===== src/rtl/pipe_pkg.sv =====
// rtl/pipe_pkg.sv - shared widths, ALU-op encodings and control bundle for the MIPS pipeline
//
// Purpose: common types and constants imported by the pipeline-register slice.
// Contents: default DATA_W / REG_W / ALUOP_W, ALU-op encodings, packed
//           WB/M/EX control bundle and the all-zero BUBBLE bundle.
package pipe_pkg;

    localparam int DATA_W  = 32;
    localparam int REG_W   = 5;
    localparam int ALUOP_W = 3;

    typedef enum logic [ALUOP_W-1:0] {
        ALU_AND = 3'b000,
        ALU_OR  = 3'b001,
        ALU_ADD = 3'b010,
        ALU_SUB = 3'b110,
        ALU_SLT = 3'b111
    } alu_op_e;

    typedef struct packed {
        logic mem_to_reg;
        logic reg_write;
    } wb_ctrl_t;

    typedef struct packed {
        logic branch;
        logic mem_write;
        logic mem_read;
    } m_ctrl_t;

    typedef struct packed {
        logic reg_dst;
        logic alu_src;
    } ex_ctrl_t;

    // ALU op is kept outside the bundle because its width is a top-level parameter.
    typedef struct packed {
        wb_ctrl_t wb;
        m_ctrl_t  m;
        ex_ctrl_t ex;
    } ctrl_t;

    localparam ctrl_t BUBBLE = '0;

endpackage


===== src/rtl/load_use_detect.sv =====
// rtl/load_use_detect.sv - combinational load-use hazard detector
//
// Purpose: flags when the instruction in ID reads a register that the load
//          currently in EX has not yet produced.
// Ports:   ex_valid, ex_mem_read, ex_rt  - load in EX (ID/EX register outputs)
//          id_valid, id_rs, id_rt        - instruction being decoded
//          hz                            - hazard present
module load_use_detect #(
    parameter int REG_W = 5
) (
    input  logic             ex_valid,
    input  logic             ex_mem_read,
    input  logic [REG_W-1:0] ex_rt,
    input  logic             id_valid,
    input  logic [REG_W-1:0] id_rs,
    input  logic [REG_W-1:0] id_rt,
    output logic             hz
);

    // $0 is hard-wired to zero, so a load targeting it never produces a dependency.
    assign hz = ex_valid & ex_mem_read & id_valid & (ex_rt != '0)
              & ((ex_rt == id_rs) | (ex_rt == id_rt));

endmodule


===== src/rtl/id_ex_pipe_reg.sv =====
// rtl/id_ex_pipe_reg.sv - ID/EX pipeline register with reset, hold, flush, valid and load-use bubbles
//
// Purpose: registers ID-stage controls and operands for EX; inserts a bubble on
//          flush or on a load-use hazard and counts load-use bubbles (saturating).
// Ports:   clk, rst (sync, active-high), en (0 = hold), flush (load bubble)
//          in_*  - ID-stage valid, controls, data and register fields
//          out_* - registered copies of in_*
//          stall_o    - combinational load-use stall request to PC / IF-ID
//          bubble_cnt - saturating count of load-use bubbles
module id_ex_pipe_reg #(
    parameter int DATA_W  = pipe_pkg::DATA_W,
    parameter int REG_W   = pipe_pkg::REG_W,
    parameter int ALUOP_W = pipe_pkg::ALUOP_W,
    parameter int CNT_W   = 16
) (
    input  logic               clk,
    input  logic               rst,
    input  logic               en,
    input  logic               flush,
    input  logic               in_valid,
    input  logic               in_mem_to_reg,
    input  logic               in_reg_write,
    input  logic               in_branch,
    input  logic               in_mem_write,
    input  logic               in_mem_read,
    input  logic               in_reg_dst,
    input  logic               in_alu_src,
    input  logic [ALUOP_W-1:0] in_alu_op,
    input  logic [DATA_W-1:0]  in_pc4,
    input  logic [DATA_W-1:0]  in_rd1,
    input  logic [DATA_W-1:0]  in_rd2,
    input  logic [DATA_W-1:0]  in_sext,
    input  logic [REG_W-1:0]   in_rs,
    input  logic [REG_W-1:0]   in_rt,
    input  logic [REG_W-1:0]   in_rd,
    output logic               out_valid,
    output logic               out_mem_to_reg,
    output logic               out_reg_write,
    output logic               out_branch,
    output logic               out_mem_write,
    output logic               out_mem_read,
    output logic               out_reg_dst,
    output logic               out_alu_src,
    output logic [ALUOP_W-1:0] out_alu_op,
    output logic [DATA_W-1:0]  out_pc4,
    output logic [DATA_W-1:0]  out_rd1,
    output logic [DATA_W-1:0]  out_rd2,
    output logic [DATA_W-1:0]  out_sext,
    output logic [REG_W-1:0]   out_rs,
    output logic [REG_W-1:0]   out_rt,
    output logic [REG_W-1:0]   out_rd,
    output logic               stall_o,
    output logic [CNT_W-1:0]   bubble_cnt
);

    import pipe_pkg::*;

    ctrl_t              ctrl_in;
    ctrl_t              ctrl_q;
    logic               valid_q;
    logic [ALUOP_W-1:0] alu_op_q;
    logic [DATA_W-1:0]  pc4_q;
    logic [DATA_W-1:0]  rd1_q;
    logic [DATA_W-1:0]  rd2_q;
    logic [DATA_W-1:0]  sext_q;
    logic [REG_W-1:0]   rs_q;
    logic [REG_W-1:0]   rt_q;
    logic [REG_W-1:0]   rd_q;
    logic [CNT_W-1:0]   cnt_q;
    logic               hz;
    logic               load_bubble;
    logic               count_bubble;

    assign ctrl_in.wb.mem_to_reg = in_mem_to_reg;
    assign ctrl_in.wb.reg_write  = in_reg_write;
    assign ctrl_in.m.branch      = in_branch;
    assign ctrl_in.m.mem_write   = in_mem_write;
    assign ctrl_in.m.mem_read    = in_mem_read;
    assign ctrl_in.ex.reg_dst    = in_reg_dst;
    assign ctrl_in.ex.alu_src    = in_alu_src;

    load_use_detect #(
        .REG_W(REG_W)
    ) u_load_use_detect (
        .ex_valid   (valid_q),
        .ex_mem_read(ctrl_q.m.mem_read),
        .ex_rt      (rt_q),
        .id_valid   (in_valid),
        .id_rs      (in_rs),
        .id_rt      (in_rt),
        .hz         (hz)
    );

    assign stall_o = hz & ~rst;

    // Reset and flush override a hold; a load-use bubble only happens when the
    // stage is allowed to advance, so a held hazard is counted once, on release.
    assign load_bubble  = rst | flush | (en & hz);
    assign count_bubble = ~flush & en & hz;

    always_ff @(posedge clk) begin
        if (load_bubble) begin
            valid_q  <= 1'b0;
            ctrl_q   <= BUBBLE;
            alu_op_q <= '0;
            pc4_q    <= '0;
            rd1_q    <= '0;
            rd2_q    <= '0;
            sext_q   <= '0;
            rs_q     <= '0;
            rt_q     <= '0;
            rd_q     <= '0;
        end else if (en) begin
            valid_q  <= in_valid;
            ctrl_q   <= ctrl_in;
            alu_op_q <= in_alu_op;
            pc4_q    <= in_pc4;
            rd1_q    <= in_rd1;
            rd2_q    <= in_rd2;
            sext_q   <= in_sext;
            rs_q     <= in_rs;
            rt_q     <= in_rt;
            rd_q     <= in_rd;
        end
    end

    always_ff @(posedge clk) begin
        if (rst) begin
            cnt_q <= '0;
        end else if (count_bubble && (cnt_q != {CNT_W{1'b1}})) begin
            cnt_q <= cnt_q + {{(CNT_W-1){1'b0}}, 1'b1};
        end
    end

    assign out_valid      = valid_q;
    assign out_mem_to_reg = ctrl_q.wb.mem_to_reg;
    assign out_reg_write  = ctrl_q.wb.reg_write;
    assign out_branch     = ctrl_q.m.branch;
    assign out_mem_write  = ctrl_q.m.mem_write;
    assign out_mem_read   = ctrl_q.m.mem_read;
    assign out_reg_dst    = ctrl_q.ex.reg_dst;
    assign out_alu_src    = ctrl_q.ex.alu_src;
    assign out_alu_op     = alu_op_q;
    assign out_pc4        = pc4_q;
    assign out_rd1        = rd1_q;
    assign out_rd2        = rd2_q;
    assign out_sext       = sext_q;
    assign out_rs         = rs_q;
    assign out_rt         = rt_q;
    assign out_rd         = rd_q;
    assign bubble_cnt     = cnt_q;

endmodule

===== config.mk =====
export PLATFORM = sky130hd
export DESIGN_NAME = id_ex_pipe_reg
export DESIGN_NICKNAME = d
export VERILOG_FILES = /design/src/rtl/pipe_pkg.sv /design/src/rtl/load_use_detect.sv /design/src/rtl/id_ex_pipe_reg.sv
export SDC_FILE = /design/constraint.sdc
export NUM_CORES = 1
export LEC_CHECK = 0
export ABC_AREA = 1
export BUFFER_PORTS_ARGS = -buffer_cell sky130_fd_sc_hd__buf_2
export CORE_AREA = 2 2 126 128
export DETAILED_ROUTE_END_ITERATION = 8
export DIE_AREA = 0 0 128 130
export GPL_TIMING_DRIVEN = 0
export PLACE_DENSITY = 0.88
export SYNTH_ARGS = -nofsm -noshare
export SYNTH_HDL_FRONTEND = slang
export SYNTH_SLANG_ARGS = --single-unit

===== constraint.sdc =====
create_clock -name clk -period 2 [get_ports clk]
set_input_delay 0.1 -clock clk [delete_from_list [all_inputs] [get_ports clk]]
set_output_delay 0.1 -clock clk [all_outputs]
set_load 0.005 [all_outputs]

* Word level (Yosys, flattened, before mapping)
Cells that the tools add are included.
Storage, ports and cells: output and inout port bits 171, logic and storage cells 36, flip-flop bits (word level) 170, bits of input ports 158
Cells by class: add/subtract/negate cells 1, eq/ne operators 3, bitwise operators 13, reduce and logical (&&, ||, !) cells 2
Operators by type and width (number):
- $add A16 B1 Y16 const B | 1
- $ne A16 B16 Y1 const B | 1
- $eq A5 B5 Y1 | 2
- $and A1 B1 Y1 | 8
- $reduce_bool A5 Y1 | 1
- $or A1 B1 Y1 | 3
- $not A1 Y1 | 2
- $logic_and A1 B1 Y1 | 1

* Logic depth before layout (Yosys ltp)
Gate-level depths: netlist of run 1.
depth in word-level cells 6, mapped depth 13

* Hierarchy
A second synthesis of run 1 with hierarchy kept.
Second synthesis, totals: cell total of the unflattened synthesis 871, area total of the unflattened synthesis 6433.7 um2
By module, submodules not included:
- id_ex_pipe_reg | area each 6237.2 um2, sequential area each 3403.3 um2, times used 1, cells an instance 826
- load_use_detect | area each 196.4 um2, sequential area each 0.0 um2, times used 1, cells an instance 45

* Worst setup path after synthesis of run 1
OpenSTA, ideal clock, no wires.
path kind register to register, from reg cnt_q[0], in the netlist bubble_cnt[0], to reg cnt_q[4], in the netlist bubble_cnt[4], period minus slack after synthesis 1.557 ns, setup slack 0.443 ns, cell stages (with the launch flop) 13, path buffers 0, arrival 1.444 ns, path through dfxtp_1 > ha_1 > nand2_1 > nor2_1 > nand2_1 > nor2_2 > nand2_2 > nand2_2 > inv_2 > nand2_1 > nor2_1 > nor2_1 > nor2_1
On the way: word-level cells in the longest chain between the ends 2, elaborated cells on any way between the ends 3, those cells by class add/sub (1); eq/ne (1); reduce/logical (1)
Ends and longest elaborated chain:
- from (decl) | RTL line id_ex_pipe_reg.sv:69 | logic [CNT_W-1:0] cnt_q;
- from (signal assigned) | RTL line id_ex_pipe_reg.sv:131 | cnt_q <= cnt_q + {{(CNT_W-1){1'b0}}, 1'b1};
- parallel branches: the longest is 2 deep, another holds $add A16 B1 Y16
Several ways; the timed one is not identified. A chain may end at the register's enable or synchronous reset.

* Worst setup path after layout of run 1
from reg rt_q[4], in the netlist out_rt[4], to reg rd1_q[1], in the netlist out_rd1[1]
On the way: word-level cells in the longest chain between the ends 5, elaborated cells on any way between the ends 8, those cells by class eq/ne (2); bitwise (5); reduce/logical (1)
Ends and longest elaborated chain:
- from (decl) | RTL line id_ex_pipe_reg.sv:67 | logic [REG_W-1:0] rt_q;
- from (signal assigned) | RTL line id_ex_pipe_reg.sv:122 | rt_q <= in_rt;
- $eq A5 B5 Y1 / $reduce_bool A5 Y1 (equally long branches) | RTL line load_use_detect.sv:22, load_use_detect.sv:21
- $or A1 B1 Y1 / $and A1 B1 Y1 (equally long branches) | RTL line load_use_detect.sv:22, load_use_detect.sv:21
- $and A1 B1 Y1 (*) | RTL line load_use_detect.sv:22 | & ((ex_rt == id_rs) | (ex_rt == id_rt));
- $and A1 B1 Y1 (*) | RTL line id_ex_pipe_reg.sv:98 | assign load_bubble = rst | flush | (en & hz);
- $or A1 B1 Y1 (*) | RTL line id_ex_pipe_reg.sv:98
- to (signal assigned) | RTL line id_ex_pipe_reg.sv:118 | rd1_q <= in_rd1;
- to (decl) | RTL line id_ex_pipe_reg.sv:63 | logic [DATA_W-1:0] rd1_q;
Mark *: on every way between the ends. The rest lies on a longest branch, timed or not.

==> impl_metrics.toml, run 1 <==
[outcome]
outcome = "finished clean"

[min_path]
hold_path.class = "in -> reg"

[routing]
vias = 8144
first_pass_iters = 5
drtIter0Drc = 496
vias_per_cell = 5.207
wl_met2_mm = 12.58
ant_nets = 0
route.detailed.drc = 0
dr_wl_met3_mm = 2.283
post_drt_wl_per_cell_um = 16.57
routed.top_layer = "met4"
drt_wl_total_mm = 25.91
wl_met1_mm = 9.263

[power]
power.leakage_nw = 4.844
seqPwrFrac_pct = 46.4
p_sw_mw = 1.985
power.density_nw_per_um2 = 731.9
comb_power_share_pct = 13.0
max-vdd-ir-drop_v = 0.0006487
p_int_mw = 5.660
swShare_pct = 25.97
clkPwrFrac_pct = 40.6

[cts]
clock_latency_ns = 0.42
cts.clk_slew.worst_paths_ns = 0.07
post_cts_buffers = 0
cts_tree = "yes"
cts_num_sinks = 170
cts_buffer_depth = 2
cts_root_buf = "clkbuf_16"
ctsHtreeMaxLevel = 4
cts_buffers = 17

[synthesis]
ys_types = 21
yosysWarnings = 0
ys_ff_latch = 170
netlist_area_um2 = 6553
synth_area_per_cell_um2 = 7.558
syn_nets = 1026
yosysSeqAreaShare_pct = 51.94
syn_inst = 867

[placed_design]
place_congestion = 0.8820
dp.cells = 1386
io_buffer_count = 327
hpwl_mm = 14.93

[die]
fp.dieArea_um2 = 16640
io_pins = 329
start_util_pct = 42.48
fp.dieH_um = 130
dieWidth_um = 128
row_count = 46
core_area_um2 = 15420

[timing]
slew_viol_final = 0
fmax_mhz = 542.9
tns_ns = 0
finalSetupViolCount = 0
maxSlewHeadroom_pct = 46.73
hold_slack_ns = 0.04323
hold_viol = 0
worst_pin_slew_ns = 0.7991
fin_crit_sh_pct = 92.10
rsz0062_at_grt = "no"
skew_ns = 0.01115
post-route-min-period_ns = 1.842

[setup_path]
crit_fanout = 10
cp.arrival_ns = 2.15
cp-endpoint = "out_rd1[1]$_SDFFE_PP0P_"
end_kind = "flop"
worst_path_max_delay_cell = "dfxtp_1"
startpoint_type = "flop"
cp_num_buf_inv = 4
crit_cells = 12
max_stage_delay_ns = 0.43
r2r_slack_ns = 0.16
timing.rr.start = "out_rt[4]$_SDFFE_PP0P_"
reg2regPathDepth = 12
startpoint = "out_rt[4]$_SDFFE_PP0P_"
crit_path_cell_trace = "inv_1 -> nand2_1 -> nand2_1 -> nor2_1 -> nand3_1 -> nand2_1 -> nand3_2 -> nand3_2 -> buf_6 -> buf_6 -> buf_8 -> a21oi_2"
cp_top_family = "simple AND/OR/NAND/NOR gates"
cp.required_ns = 2.30
crit_top_cell = "nand2_1"
rr_endpoint = "out_rd1[1]$_SDFFE_PP0P_"
path_class = "reg -> reg"

[finish]
mostFrequentLayoutCells = "365 x nand2_1, 339 x buf_2, 170 x dfxtp_1"
final_common_cell = "nand2_1"
diodes = 0
fin_cells = 1564
nets = 1518
areaGrowthSynthToFinish_pct = 59.42
drive_above_1_share_pct = 31.92
postLayoutCoreUtil_pct = 67.72

[global_route]
antenna_found_initial = 0
grt_max_degree = 17
grt_pass1_wl_mm = 38.48
grt_pass1_vias = 7858
grt_usage_pct = 29.38
grt-ovfl-total = 0

[flow_run]
drv_cap = 0
==> power by group through the flow <==
stage / sequential [mW] / combinational (mW) / clock, mW
6_report: 3.54 / 0.997 / 3.10
5_1_grt: 3.55 / 1.07 / 3.27
3_5_place_dp: 3.61 / 0.715 / 0
3_3_place_gp: 3.61 / 0.700 / 0
4_1_cts: 3.54 / 0.939 / 3.12
2_1_floorplan: 3.62 / 0.345 / 0
==> worst min-delay path by stage <==
stage	slack [ns]	endpoint	cells after the start	start
floorplan	0.23	stall_o	1	rst
global placement	0.35	out_pc4[8]$_SDFFE_PP0P_	3	in_pc4[8]
detailed placement	0.36	out_rd2[7]$_SDFFE_PP0P_	3	in_rd2[7]
CTS	0.02	out_valid$_SDFFE_PP0P_	5	in_valid
global route	0.06	out_rs[3]$_SDFFE_PP0P_	5	in_rs[3]
finish	0.04	out_valid$_SDFFE_PP0P_	5	in_valid
==> kinds of logic after synthesis <==
kind of cell             Yosys count  share of synthesized area [%]
buffers and inverters             77                          5.557
adder cells (fa/ha/maj)            1                         0.1909
flip-flops                       170                          51.94
AND/OR/NAND/NOR                  457                          26.96
AO/OA/AOI/OAI                    160                          15.09
XOR/XNOR                           2                         0.2674
==> through the flow <==
step | worst slack [ns] | area, um^2 | total power [mW]
2_1_floorplan | 0.4431 | 6553 | 3.965
3_3_place_gp | 0.09245 | 8429 | 4.309
3_5_place_dp | 0.01563 | 8429 | 4.325
4_1_cts | 0.1375 | 10440 | 7.600
5_1_grt | 0.004288 | 10450 | 7.892
6_report | 0.1579 | 10450 | 7.645
==> cells in the mapped netlist (all sizes together) <==
| cell | count | share of area [%] |
|---|---|---|
| dfxtp | 170 | 52 |
| nand4 | 5 | 0.48 |
| nand3 | 12 | 1.1 |
| buf | 21 | 2.3 |
| clkinv | 1 | 0.057 |
| xnor2 | 2 | 0.27 |
| a21oi | 148 | 14 |
| ha | 1 | 0.19 |
| nand2 | 367 | 21 |
| inv | 23 | 1.3 |
| nand3b | 1 | 0.11 |
| o21ai | 12 | 0.92 |
| clkbuf | 32 | 1.8 |
| nor2 | 72 | 4.2 |
==> metal layers <==
layer	vias to the layer above	GRT usage [%]
met5	-	0
met4	0	19.39
met3	161	9.061
met2	527	51.53
met1	3721	30.55
li1	3735	-
==> repair_timing <==
item	in CTS	in global routing
hold buffers	146	0
endpoints found under the hold margin	146	0
resized for setup	0	2
endpoints found under the setup margin	0	8
==> final cells by class <==
| type | count | area, um^2 |
|---|---|---|
| Multi-Input combinational cell | 620 | 2788 |
| Tap cell | 192 | 240.2 |
| Clock buffer | 21 | 460.4 |
| Inverter | 24 | 90.09 |
| Clock inverter | 11 | 88.84 |
| Timing Repair Buffer | 473 | 3098 |
| Sequential cell | 170 | 3403 |
| Buffer | 53 | 277.8 |
| Fill cell | 1076 | 4979 |
==> worst reg2reg max path: cells and delay by family, from the launching register on <==
family                 cells  cell delay (ns)
flip-flops                 1             0.43
buffers and inverters      4             0.61
AND/OR/NAND/NOR            7             0.64
AO/OA/AOI/OAI              1             0.07
Power figures use the tool's default switching activity.
==> run 2, diff against run 1 <==
Settings changed: MAX_ROUTING_LAYER set to met4.
==> run 2 against run 1 <==
Compared with the run above:
- power grew 4.5%
- non-clock buffer count is the same
- setup slack gained 0.0027 ns
- flip-flop and latch count is the same
- final area grew 0.65%
- critical endpoint unchanged
==> impl_metrics.toml, run 2 (synthesis results as in run 1) <==
[flow_run]
drv_cap = 0

[cts]
cts_buffers = 17
post_cts_buffers = 0
ctsHtreeMaxLevel = 4
cts_buffer_depth = 2
cts.clk_slew.worst_paths_ns = 0.06
cts_root_buf = "clkbuf_16"
clock_latency_ns = 0.43
cts_num_sinks = 170
cts_tree = "yes"

[finish]
fillers = 1035
mostFrequentLayoutCells = "365 x nand2_1, 339 x buf_2, 169 x dfxtp_1"
areaGrowthSynthToFinish_pct = 60.45
final_common_cell = "nand2_1"
drive_above_1_share_pct = 32.14
nets = 1518
diodes = 0

[setup_path]
end_kind = "flop"
crit_fanout = 10
cp.arrival_ns = 2.15
crit_path_cell_trace = "inv_1 -> nand2_1 -> nand2_1 -> nor2_1 -> nand3_1 -> nand2_1 -> nand3_2 -> nand3_2 -> buf_6 -> buf_6 -> buf_6 -> a21oi_2"
cp.required_ns = 2.31
path_class = "reg -> reg"
max_stage_delay_ns = 0.42
worst_path_max_delay_cell = "dfxtp_1"
startpoint_type = "flop"

[global_route]
grt-ovfl-total = 0
grt_max_degree = 17
grt_pass1_wl_mm = 37.42
grt_pass1_vias = 7764
grt_usage_pct = 29.58
antenna_found_initial = 0

[placed_design]
io_buffer_count = 327
place_congestion = 0.8845
hpwl_mm = 14.82

[power]
power.density_nw_per_um2 = 759.7
max-vdd-ir-drop_v = 0.0005167
p_total_mw = 7.988
power.leakage_nw = 4.876

[timing]
fmax_mhz = 543.7
hold_slack_ns = 0.04034
tns_ns = 0
worst_pin_slew_ns = 0.7235
finalSetupViolCount = 0
skew_ns = 0.01366
rsz0062_at_grt = "no"
fin_crit_sh_pct = 91.97
hold_viol = 0
slew_viol_final = 0
post-route-min-period_ns = 1.839
maxSlewHeadroom_pct = 51.77

[die]
start_util_pct = 42.48
core_area_um2 = 15420
fp.dieArea_um2 = 16640
dieWidth_um = 128
fp.dieH_um = 130
io_pins = 329
row_count = 46

[routing]
ant_nets = 0
drtIter0Drc = 587
drt_wl_total_mm = 25.30
vias = 8056
post_drt_wl_per_cell_um = 16.18
vias_per_cell = 5.151
route.detailed.drc = 0
first_pass_iters = 5

[outcome]
outcome = "finished clean"

[min_path]
hold_path.class = "in -> reg"
## run 2: metal layers
| layer | track usage [%] | share of wire, % |
|---|---|---|
| met1 | 30.60 | 36 |
| met2 | 50.90 | 50 |
| met4 | 17.13 | 5.7 |
| met5 | - | 0 |
| met3 | 8.077 | 8.4 |
## run 2: per-stage QoR
| stage | instances | worst slack (ns) | utilization, % | cell area, um^2 |
|---|---|---|---|---|
| 5_1_grt | 1564 | 0.002859 | 68.16 | 10510 |
| 6_report | 1564 | 0.1606 | 68.16 | 10510 |
| 3_5_place_dp | 1386 | 0.03491 | 54.65 | 8429 |
| 2_1_floorplan | 867 | 0.4431 | - | 6553 |
| 3_3_place_gp | 1386 | 0.1053 | 54.65 | 8429 |
| 4_1_cts | 1564 | 0.1542 | 68.14 | 10510 |
## run 2: area by class of cell
type,count,area (um^2),area share [%]
Sequential cell,170,3405,32.38
Timing Repair Buffer,473,3098,29.47
Multi-Input combinational cell,620,2788,26.51
Clock buffer,20,466.7,4.439
Buffer,53,274.0,2.606
Tap cell,192,240.2,2.285
Clock inverter,12,152.6,1.452
Inverter,24,90.09,0.8568
## run 2: timing repair
action                                 CTS  global route
setup endpoints to repair                0            63
gates resized for setup                  0             2
hold buffers                           146             0
endpoints found under the hold margin  146             0
## run 2: worst max-delay path: cells and delay by family (launching register included)
kind            cells  cell delay (ns)
compound gates      1             0.04
buf+inv             4             0.62
flops               1             0.42
simple gates        7             0.63
## run 2: path summary, 6_finish.rpt
check,startpoint,end,slack [ns],depth (start not counted)
worst min register to register,out_pc4[17]$_SDFFE_PP0P_,out_pc4[17]$_SDFFE_PP0P_,0.46,2
worst max register to register,out_rt[4]$_SDFFE_PP0P_,out_rd1[1]$_SDFFE_PP0P_,0.16,12
worst max-delay path,out_rt[4]$_SDFFE_PP0P_,out_rd1[1]$_SDFFE_PP0P_,0.16,12
worst min-delay path,in_valid,out_valid$_SDFFE_PP0P_,0.04,5
## run 2: power by group
part           total [mW]  internal [mW]  switching (mW)
logic               0.991          0.495           0.496
clock network        3.45           1.98            1.47
registers            3.54           3.48          0.0599
total                7.99           5.96            2.02
